--- config.mk ---
export PLATFORM = sky130hd
export DESIGN_NAME = multicycle_control
export DESIGN_NICKNAME = d
export VERILOG_FILES = /design/src/rtl/multicycle_control_pkg.sv /design/src/rtl/multicycle_control_decode.sv /design/src/rtl/multicycle_control.sv
export SDC_FILE = /design/constraint.sdc
export NUM_CORES = 1
export LEC_CHECK = 0
export CORE_ASPECT_RATIO = 1.75
export CORE_UTILIZATION = 51
export CTS_CLUSTER_DIAMETER = 40
export DETAILED_ROUTE_END_ITERATION = 10
export PLACE_DENSITY_LB_ADDON = 0.3
export SYNTH_ARGS = -nofsm -noshare
export SYNTH_HDL_FRONTEND = slang
export SYNTH_HIERARCHICAL = 1
export SYNTH_SLANG_ARGS = --single-unit
export TNS_END_PERCENT = 50
--- constraint.sdc ---
create_clock -name clk -period 3.9 [get_ports clk]
set_input_delay 0.975 -clock clk [delete_from_list [all_inputs] [get_ports clk]]
set_output_delay 0.975 -clock clk [all_outputs]
set_load 0.005 [all_outputs]
--- src/rtl/multicycle_control_pkg.sv ---
// Shared codes for the multicycle controller: ALU ops, branch selects, opcodes, FSM states.
// Latency: n/a (constants and types only).
// Backpressure: n/a.
package multicycle_control_pkg;

   // ALU operation codes, shared with the ALU datapath
   localparam logic [3:0] ALU_AND  = 4'b0000;
   localparam logic [3:0] ALU_OR   = 4'b0001;
   localparam logic [3:0] ALU_ADD  = 4'b0010;
   localparam logic [3:0] ALU_XOR  = 4'b0011;
   localparam logic [3:0] ALU_SLL  = 4'b0100;
   localparam logic [3:0] ALU_SRL  = 4'b0101;
   localparam logic [3:0] ALU_SUB  = 4'b0110;
   localparam logic [3:0] ALU_SLLI = 4'b1100;
   localparam logic [3:0] ALU_SRLI = 4'b1101;

   // ALU condition selects; branch funct3 maps onto these directly
   localparam logic [2:0] BR_BEQ  = 3'b000;
   localparam logic [2:0] BR_BNE  = 3'b001;
   localparam logic [2:0] BR_JAL  = 3'b010;
   localparam logic [2:0] BR_BLT  = 3'b100;
   localparam logic [2:0] BR_BGE  = 3'b101;
   localparam logic [2:0] BR_BLTU = 3'b110;
   localparam logic [2:0] BR_BGEU = 3'b111;
   localparam logic [2:0] BR_NONE = 3'b000;

   // Major opcodes
   localparam logic [6:0] OP_RTYPE  = 7'b0110011;
   localparam logic [6:0] OP_ITYPE  = 7'b0010011;
   localparam logic [6:0] OP_LOAD   = 7'b0000011;
   localparam logic [6:0] OP_STORE  = 7'b0100011;
   localparam logic [6:0] OP_BRANCH = 7'b1100011;
   localparam logic [6:0] OP_JAL    = 7'b1101111;

   localparam logic [6:0] F7_BASE = 7'b0000000;
   localparam logic [6:0] F7_ALT  = 7'b0100000;
   localparam logic [2:0] F3_WORD = 3'b010;

   // Write-back source select
   localparam logic [1:0] WB_ALU = 2'b00;
   localparam logic [1:0] WB_MEM = 2'b01;
   localparam logic [1:0] WB_PC4 = 2'b10;

   // FSM states
   localparam logic [2:0] ST_FETCH   = 3'd0;
   localparam logic [2:0] ST_DECODE  = 3'd1;
   localparam logic [2:0] ST_EXECUTE = 3'd2;
   localparam logic [2:0] ST_MEM     = 3'd3;
   localparam logic [2:0] ST_WB      = 3'd4;
   localparam logic [2:0] ST_TRAP    = 3'd5;

   typedef enum logic [2:0] {
      CLS_ALU,
      CLS_LOAD,
      CLS_STORE,
      CLS_BRANCH,
      CLS_JAL
   } instr_class_t;

endpackage

--- src/rtl/multicycle_control_decode.sv ---
// Combinational instruction decoder: instruction word -> alu_op, branch, operand select, class, legal.
// Latency: zero cycles (pure combinational).
// Backpressure: none; output follows the input word.
module instr_decode
   import multicycle_control_pkg::*;
(
   input  logic [31:0]  instr,
   output logic [3:0]   alu_op,
   output logic [2:0]   branch,
   output logic         alu_src_b,
   output instr_class_t cls,
   output logic         legal
);

   logic [6:0] opcode;
   logic [2:0] funct3;
   logic [6:0] funct7;
   logic       unused_fields;

   assign opcode = instr[6:0];
   assign funct3 = instr[14:12];
   assign funct7 = instr[31:25];
   // register and immediate fields do not influence control
   assign unused_fields = ^{instr[24:15], instr[11:7]};

   // Illegal words fall through with ADD / no branch / rs2 so the outputs stay benign
   always_comb begin
      alu_op    = ALU_ADD;
      branch    = BR_NONE;
      alu_src_b = 1'b0;
      cls       = CLS_ALU;
      legal     = 1'b0;
      case (opcode)
         OP_RTYPE: begin
            if (funct7 == F7_BASE) begin
               legal = 1'b1;
               case (funct3)
                  3'b000:  alu_op = ALU_ADD;
                  3'b001:  alu_op = ALU_SLL;
                  3'b100:  alu_op = ALU_XOR;
                  3'b101:  alu_op = ALU_SRL;
                  3'b110:  alu_op = ALU_OR;
                  3'b111:  alu_op = ALU_AND;
                  default: legal  = 1'b0;
               endcase
            end else if (funct7 == F7_ALT && funct3 == 3'b000) begin
               legal  = 1'b1;
               alu_op = ALU_SUB;
            end
            if (!legal) alu_op = ALU_ADD;
         end
         OP_ITYPE: begin
            legal = 1'b1;
            case (funct3)
               3'b000:  alu_op = ALU_ADD;
               3'b100:  alu_op = ALU_XOR;
               3'b110:  alu_op = ALU_OR;
               3'b111:  alu_op = ALU_AND;
               3'b001:  if (funct7 == F7_BASE) alu_op = ALU_SLLI; else legal = 1'b0;
               3'b101:  if (funct7 == F7_BASE) alu_op = ALU_SRLI; else legal = 1'b0;
               default: legal = 1'b0;
            endcase
            if (legal) alu_src_b = 1'b1;
            else       alu_op    = ALU_ADD;
         end
         OP_LOAD: begin
            if (funct3 == F3_WORD) begin
               legal     = 1'b1;
               cls       = CLS_LOAD;
               alu_src_b = 1'b1;
            end
         end
         OP_STORE: begin
            if (funct3 == F3_WORD) begin
               legal     = 1'b1;
               cls       = CLS_STORE;
               alu_src_b = 1'b1;
            end
         end
         OP_BRANCH: begin
            // funct3 010/011 are the only unassigned branch codes
            if (funct3[2:1] != 2'b01) begin
               legal  = 1'b1;
               cls    = CLS_BRANCH;
               alu_op = ALU_SUB;
               branch = funct3;
            end
         end
         OP_JAL: begin
            legal  = 1'b1;
            cls    = CLS_JAL;
            branch = BR_JAL;
         end
         default: legal = 1'b0;
      endcase
   end

endmodule

--- src/rtl/multicycle_control.sv ---
// Multicycle RV32 subset control FSM: FETCH/DECODE/EXECUTE/MEM/WB/TRAP with Moore strobes.
// Latency: 3 cycles (branch), 4 (ALU/JAL/SW), 5 (LW) plus memory wait cycles.
// Backpressure: FETCH and MEM hold with mem_req high until mem_ready; reset abandons the request.
module multicycle_control
   import multicycle_control_pkg::*;
#(
   parameter int alu_op_size = 4,
   parameter int instr_size  = 32
) (
   input  logic                   clk,
   input  logic                   reset,
   input  logic [instr_size-1:0]  instr_rdata,
   input  logic                   mem_ready,
   input  logic                   zero,
   output logic [alu_op_size-1:0] alu_op,
   output logic [2:0]             branch,
   output logic                   alu_src_b,
   output logic                   mem_req,
   output logic                   mem_we,
   output logic                   ir_we,
   output logic                   reg_we,
   output logic                   pc_we,
   output logic                   pc_sel,
   output logic [1:0]             wb_sel,
   output logic                   illegal
);

   logic [2:0]            state;
   logic [instr_size-1:0] ir;
   // Low for the first cycle out of reset so mem_req drops while the abandoned
   // memory transaction drains; FETCH only issues requests once this is set.
   logic                  fetch_arm;

   logic [3:0]   dec_alu_op;
   logic [2:0]   dec_branch;
   logic         dec_alu_src_b;
   instr_class_t dec_cls;
   logic         dec_legal;

   instr_decode u_decode (
      .instr     (ir[31:0]),
      .alu_op    (dec_alu_op),
      .branch    (dec_branch),
      .alu_src_b (dec_alu_src_b),
      .cls       (dec_cls),
      .legal     (dec_legal)
   );

   // ALU controls come straight from the latched instruction, so they stay stable through EXECUTE and MEM
   assign alu_op    = alu_op_size'(dec_alu_op);
   assign branch    = dec_branch;
   assign alu_src_b = dec_alu_src_b;
   assign illegal   = (state == ST_TRAP);

   // State register and instruction latch
   always_ff @(posedge clk) begin
      if (reset) begin
         state     <= ST_FETCH;
         ir        <= '0;
         fetch_arm <= 1'b0;
      end else begin
         fetch_arm <= 1'b1;
         case (state)
            ST_FETCH: begin
               if (fetch_arm && mem_ready) begin
                  ir    <= instr_rdata;
                  state <= ST_DECODE;
               end
            end
            ST_DECODE:  state <= dec_legal ? ST_EXECUTE : ST_TRAP;
            ST_EXECUTE: begin
               case (dec_cls)
                  CLS_BRANCH:          state <= ST_FETCH;
                  CLS_LOAD, CLS_STORE: state <= ST_MEM;
                  default:             state <= ST_WB;
               endcase
            end
            ST_MEM: begin
               if (mem_ready) state <= (dec_cls == CLS_LOAD) ? ST_WB : ST_FETCH;
            end
            ST_WB:   state <= ST_FETCH;
            ST_TRAP: state <= ST_TRAP;
            default: state <= ST_FETCH;
         endcase
      end
   end

   // Strobes: Moore on state and latched instruction; mem_ready gates the single-cycle
   // completion strobes and zero reaches only pc_sel
   always_comb begin
      mem_req = 1'b0;
      mem_we  = 1'b0;
      ir_we   = 1'b0;
      reg_we  = 1'b0;
      pc_we   = 1'b0;
      pc_sel  = 1'b0;
      wb_sel  = WB_ALU;
      case (state)
         ST_FETCH: begin
            mem_req = fetch_arm;
            ir_we   = fetch_arm & mem_ready;
         end
         ST_EXECUTE: begin
            case (dec_cls)
               CLS_BRANCH: begin
                  pc_we  = 1'b1;
                  pc_sel = zero;
               end
               CLS_JAL: begin
                  pc_we  = 1'b1;
                  pc_sel = 1'b1;
               end
               default: pc_we = 1'b0;
            endcase
         end
         ST_MEM: begin
            mem_req = 1'b1;
            mem_we  = (dec_cls == CLS_STORE);
            pc_we   = (dec_cls == CLS_STORE) & mem_ready;
         end
         ST_WB: begin
            reg_we = 1'b1;
            pc_we  = (dec_cls != CLS_JAL);
            if (dec_cls == CLS_LOAD)     wb_sel = WB_MEM;
            else if (dec_cls == CLS_JAL) wb_sel = WB_PC4;
            else                         wb_sel = WB_ALU;
         end
         default: mem_req = 1'b0;
      endcase
   end

endmodule

# After elaboration in Yosys (flattened, before gate mapping)
# Index checks and enable logic that the tools add are counted.
# word_totals
regBits,36
input_bits,36
elab_cells,90
output_inout_bits,17
# classes
reduce_logical,13
eq_ne,26
mux,46
n_bitwise,2
# ops
op,count
$pmux W3 S5,2
$eq A3 B3 Y1 const B,7
$eq A7 B6 Y1 const B,3
$mux W3,7
$mux W4,5
$pmux W4 S5,1
$mux W1,16
$eq A3 B2 Y1 const B,5
$eq A7 B7 Y1 const B,2
$pmux W3 S2,2
$pmux W3 S4,1
$pmux W4 S3,1
$mux W2,5
$eq A3 B1 Y1 const B,3
$pmux W1 S2,4
$reduce_or A2 Y1,4
$eq A7 B2 Y1 const B,1
$eq A7 B5 Y1 const B,1
$logic_not A7 Y1,1
$logic_not A3 Y1,2
$reduce_or A6 Y1,1
$pmux W1 S5,1
$ne A2 B2 Y1 const B,2
$reduce_and A2 Y1,2
6 further kinds,8

# Longest topological paths before layout
# Gate-level depths: netlist of run 1.
# depth
ltp_word,8
mapped_depth,9
depth_no_buf,8

# Hierarchy
# The synthesis of run 1 kept the hierarchy.
# by_module_without_submodules
mod,area_per_inst_um2,cells_per_inst,seq_area_each_um2,instances
multicycle_control,1468.9,195,720.7,1
instr_decode,290.3,48,0.0,1

# Worst setup path before layout of run 1
# No wires, ideal clock.
# synth_timing
path_type,reg2out
from,register ir[14]
to,output port pc_we
path_buffers,0
arrival_ns,1.966
path_slack_ns,0.959
stages_incl_launch_ff,9
t_required_ns,2.925
path_cell_list,dfxtp_1 > nand2b_1 > nor3_1 > nand2b_1 > a21boi_0 > nor2_1 > and2_1 > a311oi_1 > o21ai_0
# synth_between
elab_chain_len,7
word_cells_on_any_way,14
classes_between,eq/ne (6); mux (6); bitwise (1); reduce/logical (1)
# synth_rtl
element,line_no,rtl
start: declaration,multicycle_control.sv:29,logic [instr_size-1:0] ir;
start signal: assignment,multicycle_control.sv:66,ir <= instr_rdata;
$eq A3 B2 Y1 / $ne A2 B1 Y1 (equally long branches),"multicycle_control_decode.sv:67, multicycle_control_decode.sv:82",
$mux W1 / $mux W2 (equally long branches),"multicycle_control_decode.sv:67, multicycle_control_decode.sv:82",
$pmux W3 S4 (*),multicycle_control_decode.sv:33,case (opcode)
net dec_cls[0],multicycle_control.sv:37,instr_class_t dec_cls;
$eq A3 B3 Y1 / $eq A3 B2 Y1 (equally long branches),multicycle_control.sv:104,case (dec_cls)
$reduce_or A2 Y1 (no source line),--,
$mux W1,multicycle_control.sv:104,
$pmux W1 S3 (*),multicycle_control.sv:98,case (state)
end: declaration,multicycle_control.sv:22,"output logic pc_we,"
# The timed path passes the listed nets; every way through them passes the cells marked *.

# Worst setup path after layout of run 1
# layout_timing
from,register ir[5]
to,output port pc_we
# layout_between
elab_chain_len,6
word_cells_on_any_way,13
classes_between,eq/ne (8); mux (3); bitwise (1); reduce/logical (1)
# layout_rtl
element,line_no
"$eq A7 B7 Y1, or another cell as far along",multicycle_control_decode.sv:33
$pmux W3 S4 (*),multicycle_control_decode.sv:33
net dec_cls[2],multicycle_control.sv:37
$eq A3 B3 Y1 / $eq A3 B2 Y1 (equally long branches),multicycle_control.sv:104
$reduce_or A2 Y1 (no source line),--
$mux W1,multicycle_control.sv:104
$pmux W1 S3 (*),multicycle_control.sv:98
# Marked as above.

==> results of run 1 <==
## path summary, 6_finish.rpt
kind,depth (start not counted),slack [ps],end,startpoint
max,7,320,pc_we,ir[5]
min,2,460,ir[1],ir[1]
max reg2reg,8,1820,state[0],ir[26]
min reg2reg,2,460,ir[1],ir[1]
## cell usage in the layout (no fill, tap or decap), drive strengths merged, types with 2 or more instances in the layout
| master | n |
|---|---|
| buf | 4 |
| and3 | 2 |
| or3 | 2 |
| nor3 | 5 |
| nor2 | 16 |
| a21oi | 29 |
| nand2 | 49 |
| nand2b | 6 |
| o21ai | 3 |
| clkbuf | 3 |
| o2111ai | 2 |
| inv | 5 |
| dfxtp | 21 |
| nor4 | 2 |
| and2 | 2 |
| nand3b | 3 |
| nand4b | 2 |
| clkdlybuf4s50 | 37 |
| nand3 | 2 |
## state kept, by name, indices dropped and copies added, names as in the netlist
| signal | flops |
|---|---|
| state | 3 |
| fetch_arm | 1 |
| ir | 17 |
## what timing repair did
item                                    in CTS  in global routing
endpoints found under the setup margin       0                  1
gates resized for setup                      0                  3
hold endpoints to repair                     0                  0
## per-layer routing
layer  GRT usage, %  share of wire [%]  vias to the layer above
met5              0                  0                        -
met4           5.17               0.41                        0
met3           3.25                2.4                        2
met2           55.5                 60                       29
met1           25.5                 37                      659
li1               -                  -                      686
## through the flow
step	area (µm²)	instances	power (mW)
after floorplan	1270	183	0.286
after global placement	1640	235	0.318
after detailed placement	1640	235	0.322
after CTS	1680	239	0.461
after global routing	1700	239	0.483
final	1700	239	0.459
## power by group through the flow
stage / Sequential (mW) / Clock (mW) / Combinational, mW
CTS: 0.238 / 0.143 / 0.0792
floorplan: 0.237 / 0 / 0.0488
detailed placement: 0.243 / 0 / 0.0783
global placement: 0.243 / 0 / 0.0754
finish: 0.239 / 0.140 / 0.0796
global route: 0.241 / 0.153 / 0.0891
## final cells by class
type	count	area (µm²)	area share, %
Tap cell	25	31.3	1.84
Inverter	5	18.8	1.11
Clock buffer	3	41.3	2.43
Timing Repair Buffer	41	400	23.6
Sequential cell	21	420	24.8
Multi-Input combinational cell	143	781	46.0
Clock inverter	1	5.00	0.295
## worst max-delay path: cells and delay by family, from the launching register on
kind / cells / cell delay [ps]
simple gates: 4 / 1050
buf+inv: 1 / 520
flops: 1 / 510
compound gates: 2 / 270
==> results.py, run 1 <==
metrics = {
    "outcome": {
        "run_status": "complete, no violations",
    },
    "floorplan": {
        "die_area_mm2": 0.00270,
        "pin_count": 53,
        "start_util_pct": 54.5,
        "die_x_um": 39.7,
        "die_h_um": 68.0,
        "num_rows": 23,
        "core_mm2": 0.00233,
    },
    "cts": {
        "root_buffer": "clkbuf_8",
        "cts_sinks": 21,
        "h-tree-depth": 1,
        "cts_setup_buffers": 0,
        "cts_buffers": 3,
        "path_clk_slew_ps": 80,
        "clock_latency_ps": 250,
        "clock_path_buffers": 2,
        "ctsHoldBuffers": 0,
        "cts_tree": "done",
    },
    "drt": {
        "num_vias": 1376,
        "drtIter0Drc": 38,
        "dr.pass1.iters": 4,
        "drc": 0,
        "routed_wl_mm": 3.38,
        "wl_per_cell_um": 14.2,
        "ant_nets": 0,
        "via_per_inst": 5.76,
    },
    "worst_setup_path": {
        "worst_path_largest_cell_delay_ps": 520,
        "critPathLaunchType": "flip-flop",
        "cp_slowest_cell": "clkdlybuf4s50_1",
        "required_ps": 2920,
        "critPathMaxFanout": 10,
        "crit_arrival_ps": 2600,
        "crit_path_cell_trace": "nand2_1 > or3_1 > nor2_1 > and2_1 > a311oi_1 > o21ai_0 > clkdlybuf4s50_1",
        "critical_path_class": "reg2out",
        "critPathCaptureType": "output pin",
    },
    "sta": {
        "fin_setup_tns_ps": 0,
        "fin_skew_ps": 1.26,
        "slew_headroom_pct": 66.3,
        "finalCriticalPeriod_ps": 3580,
        "setup_slack_ps": 320,
        "holdWs_ps": 460,
        "worstMarginPinSlew_ps": 504,
        "hold_viol_final": 0,
        "max_freq_ghz": 0.279,
        "maxSlewViolCount": 0,
        "fin_crit_sh_pct": 91.8,
        "rsz0062_at_grt": "false",
        "finalSetupViolCount": 0,
    },
    "global_route": {
        "grt_max_degree": 18,
        "overflow": 0,
        "grt_pass1_vias": 1282,
        "grt_usage_pct": 26.8,
        "antenna_found_initial": 0,
        "grt_pass1_wl_mm": 5.15,
    },
    "cells_and_area": {
        "fill_cells": 192,
        "fin_util_pct": 72.8,
        "syn_to_final_growth_pct": 33.6,
        "nets": 251,
        "drive_above_1_share_pct": 8.41,
        "antennaDiodeCount": 0,
    },
    "synthesis": {
        "synth_warnings": 6,
        "synth_area_per_cell_um2": 6.95,
        "synth_area_mm2": 0.00127,
        "synth_nets": 219,
        "synth_cells": 183,
    },
    "power_and_ir_drop": {
        "power.internal_mw": 0.338,
        "power_density_mw_per_mm2": 270,
        "combPwrFrac_pct": 17.4,
        "clkPwrFrac_pct": 30.5,
        "p_leak_nw": 0.590,
        "swShare_pct": 26.3,
        "p_switching_mw": 0.121,
        "vdd_drop_max_uv": 242,
        "power_frac_seq_pct": 52.1,
    },
    "placement": {
        "post-place-ws_ps": 460,
        "gp_congestion": 0.925,
        "hpwl_mm": 2.57,
        "port_buffers": 37,
    },
    "hold_path": {
        "hold_class": "reg2reg",
    },
    "flow_run": {
        "drv_cap": 0,
    },
}
(Power assumes the default switching activity.)
==> inputs of run 2 (changes only) <==
CTS_CLUSTER_DIAMETER = 60   (was 40)
==> results of run 2 <==
No change in the layout: final DEF, timing and power equal those of run 1.
